==> src/rtl/operand_tf_lane_seq.sv <==
// Control sequencer for one operand-transformer lane: accepts an operand, steps the lane
// through even/odd passes plus optional feedback re-scale passes, then holds results for the consumer.
module operand_tf_lane_seq #(
    parameter int unsigned MAX_FB_PASSES = 3,
    parameter int unsigned FB_CNT_W      = 2,
    parameter int unsigned CNT_W         = 16
) (
    input  logic                clk,
    input  logic                rst,
    input  logic                abort,
    input  logic                in_valid,
    output logic                in_ready,
    input  logic [FB_CNT_W-1:0] in_fb_passes,
    output logic                lane_load_input,
    output logic                lane_iter_sel,
    output logic                lane_feedback_sel,
    output logic                lane_we_result,
    output logic                out_valid,
    input  logic                out_ready,
    output logic                busy,
    output logic [FB_CNT_W-1:0] pass_idx,
    output logic [CNT_W-1:0]    ops_done
);

    typedef enum logic [1:0] {
        S_IDLE = 2'd0,
        S_EVEN = 2'd1,
        S_ODD  = 2'd2,
        S_DONE = 2'd3
    } state_t;

    localparam logic [FB_CNT_W-1:0] LP_MAX_FB = FB_CNT_W'(MAX_FB_PASSES);

    state_t                r_state;
    state_t                w_state_nxt;
    logic [FB_CNT_W-1:0]   r_fb_target;
    logic [FB_CNT_W-1:0]   w_fb_target_nxt;
    logic [FB_CNT_W-1:0]   r_pass_idx;
    logic [FB_CNT_W-1:0]   w_pass_idx_nxt;
    logic [CNT_W-1:0]      r_ops_done;
    logic [CNT_W-1:0]      w_ops_done_nxt;
    logic [FB_CNT_W-1:0]   w_fb_clamped;
    logic                  w_flush;

    assign w_fb_clamped = (in_fb_passes > LP_MAX_FB) ? LP_MAX_FB : in_fb_passes;
    assign w_flush      = rst || abort;
    assign pass_idx     = r_pass_idx;
    assign ops_done     = r_ops_done;

    // Next-state and lane control decode; flush forces all handshake and lane pins low.
    always_comb begin
        w_state_nxt       = r_state;
        w_fb_target_nxt   = r_fb_target;
        w_pass_idx_nxt    = r_pass_idx;
        w_ops_done_nxt    = r_ops_done;
        in_ready          = 1'b0;
        lane_load_input   = 1'b0;
        lane_iter_sel     = 1'b0;
        lane_feedback_sel = 1'b0;
        lane_we_result    = 1'b0;
        out_valid         = 1'b0;
        busy              = (r_state != S_IDLE) && !rst;

        if (w_flush) begin
            w_state_nxt     = S_IDLE;
            w_pass_idx_nxt  = '0;
            w_fb_target_nxt = '0;
        end else begin
            case (r_state)
                S_IDLE: begin
                    in_ready = 1'b1;
                    if (in_valid) begin
                        lane_load_input = 1'b1;
                        w_fb_target_nxt = w_fb_clamped;
                        w_pass_idx_nxt  = '0;
                        w_state_nxt     = S_EVEN;
                    end
                end
                S_EVEN: begin
                    lane_we_result    = 1'b1;
                    lane_feedback_sel = (r_pass_idx != '0);
                    w_state_nxt       = S_ODD;
                end
                S_ODD: begin
                    lane_iter_sel     = 1'b1;
                    lane_we_result    = 1'b1;
                    lane_feedback_sel = (r_pass_idx != '0);
                    if (r_pass_idx == r_fb_target) begin
                        w_state_nxt = S_DONE;
                    end else begin
                        w_pass_idx_nxt = r_pass_idx + FB_CNT_W'(1);
                        w_state_nxt    = S_EVEN;
                    end
                end
                S_DONE: begin
                    out_valid = 1'b1;
                    in_ready  = out_ready;
                    if (out_ready) begin
                        w_ops_done_nxt = r_ops_done + CNT_W'(1);
                        if (in_valid) begin
                            // Consume and accept together: no IDLE bubble between operands.
                            lane_load_input = 1'b1;
                            w_fb_target_nxt = w_fb_clamped;
                            w_pass_idx_nxt  = '0;
                            w_state_nxt     = S_EVEN;
                        end else begin
                            w_state_nxt = S_IDLE;
                        end
                    end
                end
                default: w_state_nxt = S_IDLE;
            endcase
        end
    end

    always_ff @(posedge clk) begin
        if (rst) begin
            r_state     <= S_IDLE;
            r_fb_target <= '0;
            r_pass_idx  <= '0;
            r_ops_done  <= '0;
        end else begin
            r_state     <= w_state_nxt;
            r_fb_target <= w_fb_target_nxt;
            r_pass_idx  <= w_pass_idx_nxt;
            r_ops_done  <= w_ops_done_nxt;
        end
    end

endmodule
==> config.mk <==
export PLATFORM = sky130hd
export DESIGN_NAME = operand_tf_lane_seq
export DESIGN_NICKNAME = d
export VERILOG_FILES = /design/src/rtl/operand_tf_lane_seq.sv
export SDC_FILE = /design/constraint.sdc
export NUM_CORES = 1
export LEC_CHECK = 0
export CELL_PAD_IN_SITES_DETAIL_PLACEMENT = 1
export CELL_PAD_IN_SITES_GLOBAL_PLACEMENT = 1
export CORE_ASPECT_RATIO = 2
export CORE_MARGIN = 10
export CORE_UTILIZATION = 39
export CTS_BUF_LIST = sky130_fd_sc_hd__clkbuf_4 sky130_fd_sc_hd__clkbuf_8
export DETAILED_ROUTE_END_ITERATION = 8
export MAX_ROUTING_LAYER = met4
export PLACE_DENSITY = 0.93
export SETUP_SLACK_MARGIN = 0.4
export SLEW_MARGIN = 15
export SYNTH_ARGS = -nofsm -noshare
export SYNTH_HDL_FRONTEND = slang
export SYNTH_SLANG_ARGS = --single-unit
==> constraint.sdc <==
create_clock -name clk -period 3.45 [get_ports clk]
set_clock_uncertainty 0.15 [all_clocks]
set_input_delay 0.69 -clock clk [delete_from_list [all_inputs] [get_ports clk]]
set_output_delay 0.69 -clock clk [all_outputs]
set_load 0.01 [all_outputs]
# == Word level (Yosys, flattened, before mapping) ==
# Cells that the tools add are included.
# op_classes
addsub,2
order_cmp,1
n_eq_ne,7
mux,27
bitwise,1
n_reduce_logical,14
# op_table
cell,n
2-bit 2-to-1 mux,9
"16-bit by 1-bit adder with 16-bit output, second input constant",1
1-bit 2-to-1 mux,13
2-bit case mux with 4 select lines,1
"2-bit inequality test, second input constant",3
2-bit case mux with 3 select lines,1
3-bit AND reduction,2
2-bit nonzero test,3
"2-bit == test, second input constant",2
1-bit case mux with 2 select lines,2
2-bit case mux with 2 select lines,1
2-bit AND reduction,2
2-bit OR reduction,2
3-bit nonzero test,1
"2-bit by 1-bit adder with 2-bit output, second input constant",1
"2-bit by 1-bit == test with 1-bit output, second input constant",1
2-bit == test,1
"2-bit greater-than comparator, second input constant",1
2-bit zero test,1
1-bit logical AND,1
1-bit zero test,1
1-bit logical OR,1
1-bit inverter,1
# word_totals
register_bits,22
in_bits,7
out_inout_bits,25
elab_cells,56

# == Logic depth before layout (Yosys ltp) ==
# Gate-level depths: netlist of run 1.
# depth
ltp_word,5
ltp_mapped,6
ltp_nobuf,6

# == Least setup slack after synthesis of run 1 ==
# OpenSTA, ideal clock, no wires.
# synth_path
path_kind,input -> output
start,in abort
end,out lane_load_input
t_arrival_ns,1.536
required_time_ns,2.610
slack_ns,1.074
path_stages,3
n_path_buf,1
cell_sequence,or2_2 > clkbuf_1 > nor4_1
# synth_via
elab_chain_cells,2
# synth_lines
item,line,source
start: declaration,10,"input logic abort,"
1-bit logical OR,46,assign w_flush = rst || abort;
1-bit 2-to-1 mux,64,if (w_flush) begin
end: declaration,14,"output logic lane_load_input,"
# No other way between the ends.

# == Worst setup path in the final report of run 1 ==
# layout_path
start,in rst
end,out lane_feedback_sel
# layout_via
elab_chain_cells,2
# layout_lines
item,line,source
start: declaration,9,"input logic rst,"
1-bit logical OR,46,
1-bit 2-to-1 mux,64,
end: declaration,16,"output logic lane_feedback_sel,"
# No other way between the ends.

==> results of run 1 <==
## logic make-up after synthesis
kind of cell               count (synthesis)
xor gates and xnor gates                  13
and+or+nand+nor                           66
AOI/OAI and AO/OA                         11
adders and majority gates                  7
buffers and inverters                     11
DFF                                       22
muxes                                      7
## metal layers
metal | up-vias | GRT usage | wire length, µm | part of all wire
li1 | 529 | - | - | -
met1 | 515 | 0.110 | 1160 | 0.35
met2 | 28 | 0.212 | 1890 | 0.56
met3 | 4 | 0.0467 | 242 | 0.072
met4 | 0 | 0.0409 | 57 | 0.017
met5 | - | - | 0 | 0
## report_power, final
group	leakage (nW)	internal (mW)	total, mW	switching (mW)
Clock	0.0288	0.101	0.179	0.0779
Sequential	0.177	0.256	0.258	0.00224
Combinational	0.390	0.0196	0.0452	0.0256
Total	0.597	0.377	0.482	0.106
## how the worst max path moves through the flow
stage               cells after the start                end  startpoint
floorplan                               3    lane_load_input       abort
global placement                        4    lane_load_input       abort
detailed placement                      4    lane_load_input       abort
CTS                                     5  lane_feedback_sel         rst
global route                            5  lane_feedback_sel         rst
finish                                  5  lane_feedback_sel         rst
## what timing repair did
item / in CTS / in global routing
hold buffers: 0 / 0
setup endpoints to repair: 4 / 0
gates resized for setup: 5 / 0
## sequential cells by signal (all words and copies together) (netlist names)
signal / cells
ops_done: 16
pass_idx: 2
r_fb_target: 2
r_state: 2
## cell type report
type	count	area [µm²]	area share
tap	30	37.5	0.0237
inverter	7	26.3	0.0166
clock buffer	4	55.1	0.0347
multi-input combinational	104	713	0.450
sequential	22	440	0.278
timing repair buffer	32	314	0.198
## worst max-delay path: stages
cell,delay [ns]
clkdlybuf4s50_1,0.47
nor2_4,0.14
and2_1,0.16
nor2b_1,0.13
clkdlybuf4s50_1,0.55
## synth_stat cells
| library cell | number |
|---|---|
| a21boi_0 | 1 |
| nor4_1 | 3 |
| nor4_4 | 1 |
| ha_1 | 7 |
| and3_1 | 1 |
| nor3b_1 | 1 |
| nand4_2 | 1 |
| nor2b_1 | 4 |
| nand3_1 | 11 |
| or2_2 | 1 |
| nand2b_1 | 2 |
| nor2_1 | 20 |
| and2_1 | 3 |
| mux2_1 | 1 |
| nand4_4 | 1 |
| nand2_1 | 9 |
| and3b_1 | 1 |
| o21ai_0 | 1 |
| a31oi_1 | 1 |
| mux2i_1 | 4 |
| xor2_1 | 1 |
| buf_2 | 1 |
| nand4bb_1 | 1 |
| nor3_1 | 6 |
| dfxtp_1 | 22 |
| o2bb2ai_1 | 1 |
| mux2_2 | 2 |
| a311oi_1 | 1 |
| clkbuf_1 | 3 |
| a21oi_1 | 6 |
| xnor2_1 | 12 |
| inv_1 | 7 |
## stage by stage
stage                     area (µm²)  setup WS, ns
after floorplan                 1190          1.07
after global routing            1590         0.405
after detailed placement        1530         0.223
after CTS                       1590         0.448
after global placement          1530         0.247
final                           1590         0.471
==> run_results.csv, run 1 <==
group,metric,value,unit
layout,layout.nets,184,
yosys,synth.area.mux_share,0.0621,
grt,antenna_found_initial,0,
yosys,yosys.area_share.simple,0.306,
job,cap_violations,0,
floorplanning,die_x,59.0,µm
yosys,synth_cell_types,32,
critical_path,reg2reg_depth,5,
cts,cts_root_buf,"clkbuf_8",
floorplanning,core-area,2940,µm²
place,io_buffers,31,
critical_path,worstSetupEndpointType,"output pin",
yosys,ys_seq_elements,22,
critical_path,regToRegSetupSlack,1.28,ns
layout,fin_util,0.539,
floorplanning,io_pins,32,
critical_path,worstPathArrival,2.14,ns
critical_path,path_max_fanout,4,
cts,clk_pin_slew,0.07,ns
timing,slew_violations,0,
floorplanning,dieArea,5790,µm²
worst_hold_path,hold_end,"r_fb_target[0]$_SDFFE_PP0P_",
power,total_power,0.482,mW
yosys,ys_warn_count,0,
floorplanning,start_util,0.404,
timing,hold_viol,0,
grt,grt_usage,0.120,
critical_path,required,2.61,ns
grt,grt_max_degree,21,
place,gp_congestion,0.818,
yosys,netlist_area,1190,µm²
critical_path,crit_type,"input port to output pin",
critical_path,start_kind,"input port",
yosys,synth_top_family_by_area,"simple AND/OR/NAND/NOR gates",
yosys,yosys-top-cells-area,"dfxtp_1 (37%), xnor2_1 (8.8%), ha_1 (7.4%), nor2_1 (6.3%), nand3_1 (4.6%)",
routing,ant_nets,0,
timing,hold_ws,0.331,ns
routing,routed_wl,3350,µm
yosys,synth_area_leader_cell,"dfxtp_1",
yosys,synth_seq_area_share,0.371,
timing,slew_headroom,0.703,
yosys,synth_cells,137,
yosys,synth_compound_area_frac,0.0558,
worst_hold_path,hold_start,"r_fb_target[0]$_SDFFE_PP0P_",
timing,setup_viol,0,
timing,fmax,336,MHz
timing,fin_crit_sh,0.863,
layout,area_growth,33.5,%
yosys,synth_xor_area_frac,0.0958,
yosys,syn_nets,151,
cts,clockBufferDepth,2,
cts,postCtsSetupBuffers,0,
layout,antennaDiodeCount,0,
status,status,"finished, final reports clean",
power,peakVddDrop,203,µV
worst_hold_path,hold_class,"flip-flop to flip-flop",
grt,grt.overflow.total,0,
timing,period_needed,2.98,ns
floorplanning,die_h,98.1,µm
power,power_density,304,nW/µm²
layout,stdcell_count,199,
timing,fin_setup_tns,0,ns
cts,htree_levels,1,
yosys,synthAdderAreaFrac,0.0737,
routing,wl_per_cell,16.8,µm
timing,worstMarginPinSlew,0.442,ns
cts,clock-sinks,22,
routing,drt_iter0_drc,8,
cts,numCtsBuffers,3,
layout,final_common_cell,"clkdlybuf4s50_1",
layout,fillers,359,
power,power_leakage,0.597,nW
routing,vias_per_cell,5.41,
timing,rsz0062_at_grt,"false",
routing,dr.pass1.iters,3,
layout,final_cell_mix,"clkdlybuf4s50_1 (28), dfxtp_1 (22), nor2_1 (19), xnor2_1 (12), nand3_1 (11)",
routing,via_count,1076,
cts,cts_tree,"built",
place,place.detailed.hpwl,2770,µm
floorplanning,std_cell_rows,28,
grt,grt_pass1_wl,5540,µm
yosys,avgSynthCellArea,8.68,µm²
yosys,yosys.area.top_type_share,0.371,
critical_path,reg2reg_to,"ops_done[13]$_SDFFE_PP0P_",
layout,drive_above_1_share,0.0710,
critical_path,reg2reg_from,"r_state[1]$_SDFFE_PP0P_",
grt,grt_pass1_vias,1201,
place,dp.cells,195,
worst_hold_path,hold_depth,2,
routing,drc,0,
cts,clk_latency,0.25,ns
No activity file was read; power rests on OpenSTA's default activity.
==> run 2, diff against run 1 <==
Settings changed: CORE_ASPECT_RATIO 2 to not set.
==> run 2 against run 1 <==
Compared with the run above:
- die area decreased by 2.3%
- sequential power about the same
- non-clock buffer count increased by 1
- critical path depth unchanged
- total power increased by 4.3%
- utilization increased by 2.3 points
- worst setup slack improved by 0.092 ns
- clock power increased by 12%
- design area increased by 0.32%
- combinational power about the same
- largest power group unchanged
- clock-buffer cell count decreased by 1
- sequential share of layout area decreased by 0.087 points
==> run_results.csv, run 2 (same netlist as run 1, synthesis figures left out) <==
group,metric,value,unit
layout,fillers,331,
power,p_seq_frac,0.513,
timing,fmax,346,MHz
routing,dr.pass1.iters,4,
routing,routed_wl,3360,µm
critical_path,slowest_stage,"clkdlybuf4s50_1",
critical_path,path_buf_inv,2,
job,cap_violations,0,
power,combPwrFrac,0.090,
grt,grt_pass1_wl,5620,µm
layout,final_common_cell,"clkdlybuf4s50_1",
timing,period_needed,2.89,ns
layout,layout.nets,185,
timing,worstMarginPinSlew,0.432,ns
cts,cts_tree,"built",
cts,clk_pin_slew,0.13,ns
layout,stdcell_count,201,
place,gp_congestion,0.894,
layout,area_growth,33.9,%
power,switchingPower,0.110,mW
timing,slew_violations,0,
power,power_leakage,0.602,nW
power,power_density,316,nW/µm²
floorplanning,start_util,0.420,
timing,slew_headroom,0.711,
power,clock_power_share,0.397,
critical_path,worstSetupEndpointType,"output pin",
cts,numCtsBuffers,3,
timing,fin_crit_sh,0.837,
routing,vias_per_cell,5.33,
grt,grt_max_degree,20,
layout,largest_reg_flops,16,
floorplanning,dieArea,5660,µm²
floorplanning,die_x,75.2,µm
critical_path,crit_type,"flip-flop to output pin",
power,p_int,0.393,mW
routing,via_count,1072,
floorplanning,io_pins,32,
status,status,"finished, final reports clean",
grt,grt_usage,0.130,
cts,cts_resized,6,
cts,clockBufferDepth,2,
cts,htree_levels,1,
critical_path,crit_family,"buffers and inverters",
cts,postCtsSetupBuffers,0,
routing,ant_nets,0,
timing,hold_viol,0,
critical_path,critical_path.max_stage_delay,0.54,ns
routing,drc,0,
power,swShare,0.219,
place,io_buffers,31,
power,peakVddDrop,151,µV
routing,wl_per_cell,16.7,µm
cts,clock-sinks,22,
floorplanning,die_h,75.2,µm
layout,drive_above_1_share,0.0765,
critical_path,worstPathArrival,2.05,ns
place,dp.cells,197,
cts,cts_hold_buf,0,
floorplanning,core-area,2830,µm²
timing,rsz0062_at_grt,"false",
timing,fin_setup_tns,0,ns
critical_path,path_max_fanout,6,
critical_path,start_kind,"flip-flop",
timing,setup_viol,0,
critical_path,path_cells,"inv_1 > ha_1 > and2_1 > nor2b_1 > clkdlybuf4s50_1",
cts,clk_latency,0.30,ns
routing,drt_iter0_drc,55,
cts,cts_root_buf,"clkbuf_4",
place,placed_area,1540,µm²
grt,grt_pass1_vias,1166,
critical_path,required,2.61,ns
grt,antenna_found_initial,0,
layout,final_cell_mix,"clkdlybuf4s50_1 (27), dfxtp_1 (22), nor2_1 (19), xnor2_1 (12), nand3_1 (11)",
worst_hold_path,hold_class,"flip-flop to flip-flop",
grt,grt.overflow.total,0,
floorplanning,std_cell_rows,19,
place,place.detailed.hpwl,2650,µm
layout,antennaDiodeCount,0,
layout,design_area,1590,µm²
==> run 2: worst paths after layout <==
kind | start | endpoint | slack (ns) | depth (start not counted)
setup / recovery | r_state[1]$_SDFFE_PP0P_ | lane_feedback_sel | 0.56 | 5
hold / removal | ops_done[15]$_SDFFE_PP0P_ | ops_done[15]$_SDFFE_PP0P_ | 0.32 | 1
setup reg to reg | r_state[1]$_SDFFE_PP0P_ | ops_done[13]$_SDFFE_PP0P_ | 1.34 | 5
hold reg to reg | ops_done[15]$_SDFFE_PP0P_ | ops_done[15]$_SDFFE_PP0P_ | 0.32 | 1
==> run 2: per-layer routing <==
layer	routed length [µm]	vias up	GRT usage
met3	228	2	0.0460
met2	1690	25	0.230
met5	0	-	-
li1	-	527	-
met1	1410	518	0.137
met4	24	0	0.0247
==> run 2: layout make-up <==
class / instances / area [µm²] / area share
clock buffers: 3 / 22.5 / 0.0142
clock inverters: 1 / 30.0 / 0.0189
inverters: 7 / 26.3 / 0.0165
multi-input cells: 104 / 713 / 0.448
flip-flops and latches: 22 / 440 / 0.277
well taps: 31 / 38.8 / 0.0244
repair buffers: 33 / 320 / 0.201
==> run 2: power groups by stage <==
stage / registers, mW / clock network [mW] / logic (mW)
final: 0.258 / 0.200 / 0.0453
after global routing: 0.259 / 0.220 / 0.0496
after CTS: 0.258 / 0.203 / 0.0455
after detailed placement: 0.264 / 0 / 0.0459
after global placement: 0.264 / 0 / 0.0433
after floorplan: 0.263 / 0 / 0.0236
==> run 2: per-stage QoR <==
stage | hold WS (ns) | power [mW] | setup WS [ns] | utilization
2_1_floorplan | 0.299 | 0.287 | 1.07 | -
3_3_place_gp | 0.304 | 0.307 | 0.230 | 0.543
3_5_place_dp | 0.310 | 0.310 | 0.202 | 0.543
4_1_cts | 0.330 | 0.507 | 0.541 | 0.563
5_1_grt | 0.358 | 0.528 | 0.406 | 0.563
6_report | 0.325 | 0.503 | 0.563 | 0.563
